===== config.mk =====
export PLATFORM = sky130hd
export DESIGN_NAME = conv3x3_window_ctrl_flat
export DESIGN_NICKNAME = d
export VERILOG_FILES = /design/src/rtl/conv3x3_window_ctrl_pkg.sv /design/src/rtl/conv3x3_window_ctrl_if.sv /design/src/rtl/conv3x3_window_ctrl_line_buffer.sv /design/src/rtl/conv3x3_window_ctrl.sv /design/src/flat_wrapper.sv
export SDC_FILE = /design/constraint.sdc
export NUM_CORES = 2
export LEC_CHECK = 0
export CAP_MARGIN = 20
export CELL_PAD_IN_SITES_DETAIL_PLACEMENT = 0
export CELL_PAD_IN_SITES_GLOBAL_PLACEMENT = 1
export CORE_MARGIN = 4
export CORE_UTILIZATION = 45
export CTS_BUF_LIST = sky130_fd_sc_hd__clkbuf_16
export DETAILED_ROUTE_END_ITERATION = 16
export PLACE_DENSITY = 0.72
export SYNTH_ARGS = -nofsm -noshare
export SYNTH_HDL_FRONTEND = slang
export SYNTH_SLANG_ARGS = --single-unit

===== constraint.sdc =====
create_clock -name clk -period 4.75 [get_ports clk]
set_input_delay 0.7125 -clock clk [delete_from_list [all_inputs] [get_ports clk]]
set_output_delay 0.7125 -clock clk [all_outputs]
set_load 0.01 [all_outputs]

===== src/rtl/conv3x3_window_ctrl_pkg.sv =====
// Shared definitions for the 3x3 window scheduler: tap indices, FSM encoding
// and the window packing helper.
package conv3x3_window_ctrl_pkg;

  // Taps are row-major, p0 = top-left, p4 = centre, p8 = bottom-right.
  localparam int P0 = 0;
  localparam int P1 = 1;
  localparam int P2 = 2;
  localparam int P3 = 3;
  localparam int P4 = 4;
  localparam int P5 = 5;
  localparam int P6 = 6;
  localparam int P7 = 7;
  localparam int P8 = 8;
  localparam int NUM_TAPS = 9;

  typedef enum logic [1:0] {
    ST_IDLE  = 2'd0,
    ST_RUN   = 2'd1,
    ST_FLUSH = 2'd2,
    ST_DONE  = 2'd3
  } state_t;

  // LSB position of tap 'tap' inside the packed window bus.
  function automatic int tap_lsb(input int tap, input int pix_w);
    return tap * pix_w;
  endfunction

endpackage


===== src/rtl/conv3x3_window_ctrl_if.sv =====
// Pixel-in / window-out handshake bundle plus frame control of the window scheduler.
interface conv3x3_window_ctrl_if #(
  parameter int IMG_W = 256,
  parameter int IMG_H = 256,
  parameter int PIX_W = 8
);
  localparam int ROW_W = $clog2(IMG_H);
  localparam int COL_W = $clog2(IMG_W);

  logic               start;
  logic [PIX_W-1:0]   in_pix;
  logic               in_valid;
  logic               in_ready;
  logic [9*PIX_W-1:0] win;
  logic [ROW_W-1:0]   out_row;
  logic [COL_W-1:0]   out_col;
  logic               out_valid;
  logic               out_ready;
  logic               busy;
  logic               frame_done;

  modport master (
    output start, in_pix, in_valid, out_ready,
    input  in_ready, win, out_row, out_col, out_valid, busy, frame_done
  );

  modport slave (
    input  start, in_pix, in_valid, out_ready,
    output in_ready, win, out_row, out_col, out_valid, busy, frame_done
  );
endinterface


===== src/rtl/conv3x3_window_ctrl_line_buffer.sv =====
// One image line of delay: every enabled cycle returns the pixel written DEPTH enables earlier.
module conv3x3_line_buffer #(
  parameter int DEPTH = 256,
  parameter int PIX_W = 8
) (
  input  logic             clk,
  input  logic             rst_n,
  input  logic             en_i,
  input  logic [PIX_W-1:0] din_i,
  output logic [PIX_W-1:0] dout_o
);
  // The registered read port is the last stage of the delay, so the RAM holds DEPTH-1 entries.
  localparam int MEM_D  = DEPTH - 1;
  localparam int ADDR_W = (MEM_D > 1) ? $clog2(MEM_D) : 1;

  logic [PIX_W-1:0]  mem [MEM_D];
  logic [PIX_W-1:0]  rd_q;
  logic [ADDR_W-1:0] ptr_q;
  logic [ADDR_W-1:0] ptr_d;

  assign ptr_d = (ptr_q == ADDR_W'(MEM_D - 1)) ? '0 : ptr_q + 1'b1;

  // Read-before-write on the same address; contents are never cleared.
  always_ff @(posedge clk) begin
    if (en_i) begin
      rd_q        <= mem[ptr_q];
      mem[ptr_q]  <= din_i;
    end
  end

  always_ff @(posedge clk or negedge rst_n) begin
    if (!rst_n) begin
      ptr_q <= '0;
    end else if (en_i) begin
      ptr_q <= ptr_d;
    end
  end

  assign dout_o = rd_q;

endmodule


===== src/rtl/conv3x3_window_ctrl.sv =====
// Frame scheduler: buffers two lines, emits one zero-padded 3x3 window per pixel in
// raster order, and sequences start / fill / flush / done.
module conv3x3_window_ctrl
  import conv3x3_window_ctrl_pkg::*;
#(
  parameter int IMG_W = 256,
  parameter int IMG_H = 256,
  parameter int PIX_W = 8
) (
  input  logic                 clk,
  input  logic                 rst_n,
  conv3x3_window_ctrl_if.slave bus
);
  localparam int ROW_W      = $clog2(IMG_H);
  localparam int COL_W      = $clog2(IMG_W);
  localparam int NUM_PIX    = IMG_W * IMG_H;
  localparam int TOTAL_PUSH = NUM_PIX + IMG_W + 1;
  localparam int K_W        = $clog2(TOTAL_PUSH + 1);

  state_t             state_q;
  logic [K_W-1:0]     k_q;
  logic               busy_q;
  logic               frame_done_q;
  logic               out_valid_q;
  logic [9*PIX_W-1:0] win_q;
  logic [ROW_W-1:0]   out_row_q;
  logic [COL_W-1:0]   out_col_q;
  logic [ROW_W-1:0]   cen_row_q;
  logic [ROW_W-1:0]   cen_row_d;
  logic [COL_W-1:0]   cen_col_q;
  logic [COL_W-1:0]   cen_col_d;
  logic [PIX_W-1:0]   mid_q   [3];
  logic [PIX_W-1:0]   right_q [3];

  logic               adv;
  logic               push;
  logic               load;
  logic [PIX_W-1:0]   push_pix;
  logic [PIX_W-1:0]   lb0_rd;
  logic [PIX_W-1:0]   lb1_rd;
  logic [PIX_W-1:0]   tap_next [NUM_TAPS];
  logic [9*PIX_W-1:0] win_d;
  logic               top_edge, bot_edge, left_edge, right_edge;

  assign adv          = !out_valid_q || bus.out_ready;
  assign bus.in_ready = (state_q == ST_RUN) && adv;
  assign push         = (state_q == ST_RUN)   ? (bus.in_valid && adv) :
                        (state_q == ST_FLUSH) ? (adv && (k_q != K_W'(TOTAL_PUSH))) : 1'b0;
  assign push_pix     = (state_q == ST_RUN) ? bus.in_pix : '0;
  assign load         = push && (k_q >= K_W'(IMG_W + 1));

  conv3x3_line_buffer #(.DEPTH(IMG_W), .PIX_W(PIX_W)) u_lb0 (
    .clk    (clk),
    .rst_n  (rst_n),
    .en_i   (push),
    .din_i  (push_pix),
    .dout_o (lb0_rd)
  );

  conv3x3_line_buffer #(.DEPTH(IMG_W), .PIX_W(PIX_W)) u_lb1 (
    .clk    (clk),
    .rst_n  (rst_n),
    .en_i   (push),
    .din_i  (lb0_rd),
    .dout_o (lb1_rd)
  );

  // Window after this push: old middle/right columns shift left, new column enters right.
  assign tap_next[P0] = mid_q[0];
  assign tap_next[P1] = right_q[0];
  assign tap_next[P2] = lb1_rd;
  assign tap_next[P3] = mid_q[1];
  assign tap_next[P4] = right_q[1];
  assign tap_next[P5] = lb0_rd;
  assign tap_next[P6] = mid_q[2];
  assign tap_next[P7] = right_q[2];
  assign tap_next[P8] = push_pix;

  assign top_edge   = (cen_row_q == '0);
  assign bot_edge   = (cen_row_q == ROW_W'(IMG_H - 1));
  assign left_edge  = (cen_col_q == '0);
  assign right_edge = (cen_col_q == COL_W'(IMG_W - 1));

  // Masking out-of-frame taps also hides line wrap and stale line-buffer data.
  for (genvar gi = 0; gi < NUM_TAPS; gi++) begin : g_tap
    localparam int DR = gi / 3;
    localparam int DC = gi % 3;
    logic tap_kill;
    assign tap_kill = (DR == 0 && top_edge)  || (DR == 2 && bot_edge) ||
                      (DC == 0 && left_edge) || (DC == 2 && right_edge);
    assign win_d[tap_lsb(gi, PIX_W) +: PIX_W] = tap_kill ? '0 : tap_next[gi];
  end

  assign cen_col_d = right_edge ? '0 : cen_col_q + 1'b1;
  assign cen_row_d = right_edge ? cen_row_q + 1'b1 : cen_row_q;

  always_ff @(posedge clk or negedge rst_n) begin
    if (!rst_n) begin
      for (int i = 0; i < 3; i++) begin
        mid_q[i]   <= '0;
        right_q[i] <= '0;
      end
      win_q       <= '0;
      out_row_q   <= '0;
      out_col_q   <= '0;
      out_valid_q <= 1'b0;
      cen_row_q   <= '0;
      cen_col_q   <= '0;
    end else begin
      if (push) begin
        for (int i = 0; i < 3; i++) mid_q[i] <= right_q[i];
        right_q[0] <= lb1_rd;
        right_q[1] <= lb0_rd;
        right_q[2] <= push_pix;
      end
      if (load) begin
        win_q       <= win_d;
        out_row_q   <= cen_row_q;
        out_col_q   <= cen_col_q;
        out_valid_q <= 1'b1;
        cen_row_q   <= cen_row_d;
        cen_col_q   <= cen_col_d;
      end else if (bus.out_ready) begin
        out_valid_q <= 1'b0;
      end
      if (state_q == ST_IDLE && bus.start) begin
        cen_row_q <= '0;
        cen_col_q <= '0;
      end
    end
  end

  always_ff @(posedge clk or negedge rst_n) begin
    if (!rst_n) begin
      state_q      <= ST_IDLE;
      k_q          <= '0;
      busy_q       <= 1'b0;
      frame_done_q <= 1'b0;
    end else begin
      frame_done_q <= 1'b0;
      if (push) k_q <= k_q + 1'b1;
      case (state_q)
        ST_IDLE: begin
          if (bus.start) begin
            state_q <= ST_RUN;
            k_q     <= '0;
            busy_q  <= 1'b1;
          end
        end
        ST_RUN: begin
          if (push && k_q == K_W'(NUM_PIX - 1)) state_q <= ST_FLUSH;
        end
        ST_FLUSH: begin
          // All pushes issued: leave once the last window has been taken.
          if (k_q == K_W'(TOTAL_PUSH) && out_valid_q && bus.out_ready) begin
            state_q      <= ST_DONE;
            frame_done_q <= 1'b1;
          end
        end
        ST_DONE: begin
          state_q <= ST_IDLE;
          busy_q  <= 1'b0;
        end
        default: state_q <= ST_IDLE;
      endcase
    end
  end

  assign bus.win        = win_q;
  assign bus.out_row    = out_row_q;
  assign bus.out_col    = out_col_q;
  assign bus.out_valid  = out_valid_q;
  assign bus.busy       = busy_q;
  assign bus.frame_done = frame_done_q;

endmodule


===== src/flat_wrapper.sv =====
// flat-port wrapper written by rule: the top's interface ports become plain ports
module conv3x3_window_ctrl_flat import conv3x3_window_ctrl_pkg::*;
#(
  parameter int IMG_W = 256,
  parameter int IMG_H = 256,
  parameter int PIX_W = 8
)
  (clk, rst_n, bus_start, bus_in_pix, bus_in_valid, bus_out_ready, bus_in_ready, bus_win, bus_out_row, bus_out_col, bus_out_valid, bus_busy, bus_frame_done);
  conv3x3_window_ctrl_if #(.IMG_W(IMG_W), .IMG_H(IMG_H), .PIX_W(PIX_W)) bus_i ();
  input  logic clk;
  input  logic rst_n;
  input wire logic [$bits(bus_i.start)-1:0] bus_start;
  input wire logic [$bits(bus_i.in_pix)-1:0] bus_in_pix;
  input wire logic [$bits(bus_i.in_valid)-1:0] bus_in_valid;
  input wire logic [$bits(bus_i.out_ready)-1:0] bus_out_ready;
  output wire logic [$bits(bus_i.in_ready)-1:0] bus_in_ready;
  output wire logic [$bits(bus_i.win)-1:0] bus_win;
  output wire logic [$bits(bus_i.out_row)-1:0] bus_out_row;
  output wire logic [$bits(bus_i.out_col)-1:0] bus_out_col;
  output wire logic [$bits(bus_i.out_valid)-1:0] bus_out_valid;
  output wire logic [$bits(bus_i.busy)-1:0] bus_busy;
  output wire logic [$bits(bus_i.frame_done)-1:0] bus_frame_done;
  assign bus_i.start = bus_start;
  assign bus_i.in_pix = bus_in_pix;
  assign bus_i.in_valid = bus_in_valid;
  assign bus_i.out_ready = bus_out_ready;
  assign bus_in_ready = bus_i.in_ready;
  assign bus_win = bus_i.win;
  assign bus_out_row = bus_i.out_row;
  assign bus_out_col = bus_i.out_col;
  assign bus_out_valid = bus_i.out_valid;
  assign bus_busy = bus_i.busy;
  assign bus_frame_done = bus_i.frame_done;
  conv3x3_window_ctrl #(.IMG_W(IMG_W), .IMG_H(IMG_H), .PIX_W(PIX_W)) u_core (.clk(clk), .rst_n(rst_n), .bus(bus_i));
endmodule

[Word-level counts from Yosys, hierarchy flattened]
Memories as Yosys holds them, arrays and structs flattened. A register that Yosys moved wholly into a read port is not among the register bits.
Cells that the tools add are included.
Cells by class
  $lt $le $gt $ge: 1
  add/subtract/negate cells: 5
  muxes and demuxes: 34
  equal/unequal tests: 13
  reduce and logical (&&, ||, !) cells: 24
Operator list (count)
  8-bit two-way mux: 17
  17-bit two-way mux: 3
  8-bit by 1-bit adder with 8-bit output, second input constant: 4
  8-bit equality test, second input constant: 4
  17-bit by 1-bit adder with 17-bit output, second input constant: 1
  17-bit by 16-bit equality test with 1-bit output, second input constant: 1
  17-bit equality test, second input constant: 1
  17-bit by 9-bit >= comparator with 1-bit output, second input constant: 1
  17-bit != test, second input constant: 1
  8-bit zero test: 2
  1-bit two-way mux: 9
  1-bit logical AND: 8
  2-bit case mux with 4 select lines: 1
  2-bit nonzero test: 4
  2-bit two-way mux: 3
  2-bit != test, second input constant: 3
  1-bit logical OR: 5
  2-bit equality test, second input constant: 2
  2-bit AND reduction: 2
  3-bit AND reduction: 1
  2-bit by 1-bit equality test with 1-bit output, second input constant: 1
  2-bit zero test: 1
  1-bit case mux with 2 select lines: 1
  1-bit zero test: 1
Word-level totals
  output and inout bits: 92
  memory bits (writable): 4080
  register bits: 190
  memories kept: 2
  logic and storage cells: 97
Memory list
  u_core.u_lb0.mem: depth 255, width 8, rd ports 1, clocked after memory_dff 1, wr ports 1, RTL line conv3x3_window_ctrl_line_buffer.sv:16  | logic [PIX_W-1:0] mem [MEM_D];
  u_core.u_lb1.mem: depth 255, width 8, rd ports 1, clocked after memory_dff 1, wr ports 1, RTL line conv3x3_window_ctrl_line_buffer.sv:16

[Depth between registers and ports, before layout]
  word-level depth: 8
  gate-level depth with buffers: 13
  depth with buffers taken out: 9

[By module]
Synthesis repeated with hierarchy kept, for this count alone.
Unflattened totals
  cell total of the unflattened synthesis: 7942
  area total of the unflattened synthesis: 165591.3 sq um
Modules (own cells, without submodules)
  conv3x3_line_buffer: instances 2, sequential area each 61699.2 sq um, cells an instance 3588, area an instance 78979.5 sq um
  conv3x3_window_ctrl: instances 1, sequential area each 4354.2 sq um, cells an instance 766, area an instance 7632.3 sq um

[Least setup slack after synthesis]
Ideal clock, no wire load.
  path kind: register to register
  start point: reg u_core.state_q[1]
  end point: mem u_core.u_lb0.mem[0][0] (data pin)
  slack: 250 ps
  path buffers: 1
  clock period less this slack: 4500 ps
  data required time: 3981 ps
  data arrival time: 3731 ps
  setup time: 769 ps
  stages on the path, launching flop included: 6
  cell sequence: dfrtp_1 inv_1 ha_1 clkbuf_1 nand2_1 inv_1
On the way
  word-level cells in the longest chain between the ends: 2
RTL lines
  from (decl): RTL line conv3x3_window_ctrl.sv:20  | state_t state_q;
  from (signal assigned): RTL line conv3x3_window_ctrl.sv:135  | state_q <= ST_IDLE;
  from (signal assigned): RTL line conv3x3_window_ctrl.sv:145  | state_q <= ST_RUN;
  from (signal assigned): RTL line conv3x3_window_ctrl.sv:151  | if (push && k_q == K_W'(NUM_PIX - 1)) state_q <= ST_FLUSH;
  2-bit by 1-bit equality test with 1-bit output: RTL line conv3x3_window_ctrl.sv:49  | assign push_pix = (state_q == ST_RUN) ? bus.in_pix : '0;
  8-bit two-way mux: RTL line conv3x3_window_ctrl.sv:49
  via u_core.push_pix[0]: RTL line conv3x3_window_ctrl.sv:38  | logic [PIX_W-1:0] push_pix;
  to (decl): RTL line conv3x3_window_ctrl_line_buffer.sv:16
The timed path passes the listed nets, and every way through them passes these cells.

==> impl_metrics.tcl <==
set metrics [dict create \
    synth_edf_count 4096 \
    drive_gt1_share_pct 24.2 \
    cts_tree "yes" \
    final_cells 13770 \
    powerDensity_nw_per_um2 549 \
    worstPathRequired_ns 5.48 \
    port_buffers 104 \
    synth_flop_cell "edfxtp_1" \
    hold_viol 0 \
    p_leak_nw 59.6 \
    dieArea_um2 380000 \
    grt_use_total_pct 22.7 \
    gp_congestion 0.907 \
    r2r-end "u_core.u_lb1.dout_o[7]" \
    post-synth-top-area-fraction_pct 73.9 \
    finClkSkew_ns 0.0383 \
    crit_path_start "u_core.u_lb1.ptr_q[1]" \
    final_design_area_no_fill_um2 189000 \
    dp_slack_ns 0.589 \
    regToRegSetupSlack_ns 0.48 \
    fin_util_pct 51.2 \
    clockRootBuffer "clkbuf_16" \
    setup_viol 0 \
    worstSetupPathType "flop to flop" \
    synth_seq_area_share_pct 76.7 \
    report.final.slew_viol_count 0 \
    synth.net_count 8080 \
    nFillCells 28486 \
    htree_levels 5 \
    rows 223 \
    drt_wl_total_mm 437 \
    period_share_pct 89.9 \
    clock-sinks 4286 \
    rr_startpoint "u_core.u_lb1.ptr_q[1]" \
    synth_commonest_cells "edfxtp_1, mux4_2, nor2_1" \
    synthTopCellsByArea "edfxtp_1, mux4_2, dfrtp_1" \
    status "finished clean" \
    whs_ns 0.394 \
    start_util_pct 45.2 \
    yosysWarnings 0 \
    die-width_um 616 \
    clk_latency_ns 0.98 \
    yosysMostFrequentCell "edfxtp_1" \
    vias 84728 \
    postSynthCellCount 8048 \
    cap_violations 0 \
    postSynthAreaPerCell_um2 20.7 \
    ctsResizeCount 0 \
    grt_overflow 0 \
    ios 105 \
    hold_path.class "primary input to asynchronous set/reset pin" \
    core_area_um2 369000 \
    slew_headroom_pct 12.4 \
    rsz0062_at_grt "no" \
    start_kind "flop" \
    hpwl_mm 271 \
    drtPass1Iterations 10 \
    area_growth_pct 13.5 \
    place_area_um2 175000 \
    grt_pass1_wl_mm 629 \
    fin_nets 8494 \
    worstMarginPinSlew_ns 1.31 \
    worstPathArrival_ns 5.01 \
    wire_per_inst_um 31.8 \
    first_global_vias 84136 \
    fin_ws_ns 0.478 \
    rr_worst_depth 8 \
    grt_start_max_net_pins 257 \
    end_kind "flop" \
    dp_cells 12988 \
    first_iter_violations 12375 \
    async_reset_ff_share_pct 4.43 \
    crit_path_max_fanout 30 \
    synth.cell_area_um2 166000 \
    drt.antenna.violating_nets 0 \
    via_per_inst 6.15 \
    max_freq_ghz 0.234 \
    cts_made_buffers 418 \
    yosys.area.top_type "edfxtp_1" \
    power_mw 104 \
    drc 0 \
    fin_tns_setup_ns 0 \
    chipHeight_um 616 \
    antenna_found_initial 23 \
    clk_pin_slew_ns 0.07 \
    synth_cell_types 67 \
    synth_seq_cells 4286 \
    cts_buffer_depth 4 \
    peakVddDrop_mv 0.820 \
    fin_crit_ns 4.27 \
]
layout by cell type, fill, tap and decap left out, types with 66 or more instances in the layout:
cell type        netlist  final
edfxtp_1            4096   4096
mux4_2              1098   1098
nor2_1               594    587
dfrtp_1              190    180
inv_1                 40     97
o22ai_1               66     66
buf_4                 64    297
clkdlybuf4s50_1        0    103
clkbuf_16              0    424
clkinv_2               0     82
nand2_1              512    512
mux2i_1              176    176
clkinv_1               1     91
nand3_1              187    184
cell families (layout without fill, tap and decap cells):
group | after synthesis | after routing | share of synthesized area, %
AO/OA/AOI/OAI | 405 | 405 | 1.66
XOR/XNOR | 26 | 26 | 0.137
adder cells (fa/ha/maj) | 19 | 19 | 0.143
buffers and inverters | 520 | 1286 | 1.47
flip-flops | 4286 | 4286 | 76.7
multiplexers | 1290 | 1290 | 16.0
other | 0 | 6 | 0
AND/OR/NAND/NOR | 1502 | 1502 | 3.82
sequential cells by signal, indices dropped and copies added (netlist names), 17 cells and up:
name              flops
u_core.mid_q         24
u_core.u_lb1.mem   2040
u_core.right_q       24
u_core.u_lb0.mem   2040
u_core.bus.win       72
u_core.k_q           17
area by class of cell:
type                       count  area, um2  share of cell area [%]
tap                         4950       6190                    3.28
sequential                  4286     128000                    67.6
inverter                      44        233                   0.123
clock inverter               348       3090                    1.63
antenna                        6       15.0                 0.00795
timing repair buffer         470       4620                    2.45
multi-input combinational   3242      36400                    19.2
clock buffer                 424      10600                    5.62
layer usage:
layer  global-route usage (%)  vias up  wire length [um]
met5                    0.265        -               437
met4                     5.51       13             11300
met3                     6.24      682             49600
met2                     33.9     4779            199000
met1                     33.5    45333            177000
li1                         -    33921                 -
power breakdown:
| group | switching (mW) | internal (mW) |
|---|---|---|
| clock network | 14.2 | 18.9 |
| registers | 1.06 | 44.9 |
| logic | 15.8 | 8.84 |
| total | 31.1 | 72.6 |
timing repair:
item                      in CTS  in global routing
setup buffers                  0                  0
hold buffers                   1                  0
hold endpoints to repair     101                  0
critical path: stages (launching register included):
cell	delay, ns
dfrtp_4	1.02
buf_4	0.31
buf_4	0.27
mux4_2	0.33
mux2i_1	0.51
o22ai_1	0.31
nor4_1	0.83
nand4_1	0.16
a211o_1	0.26
worst max-delay path by stage:
stage / endpoint / slack (ns)
after floorplan: u_core.u_lb0.mem[0][0] / 0.25
after global placement: u_core.u_lb1.dout_o[1] / 0.61
after detailed placement: u_core.u_lb1.dout_o[1] / 0.59
after CTS: u_core.u_lb1.dout_o[1] / 0.58
after global routing: u_core.u_lb1.dout_o[1] / 0.46
final: u_core.u_lb1.dout_o[7] / 0.48
No activity file was read; power rests on OpenSTA's default activity.
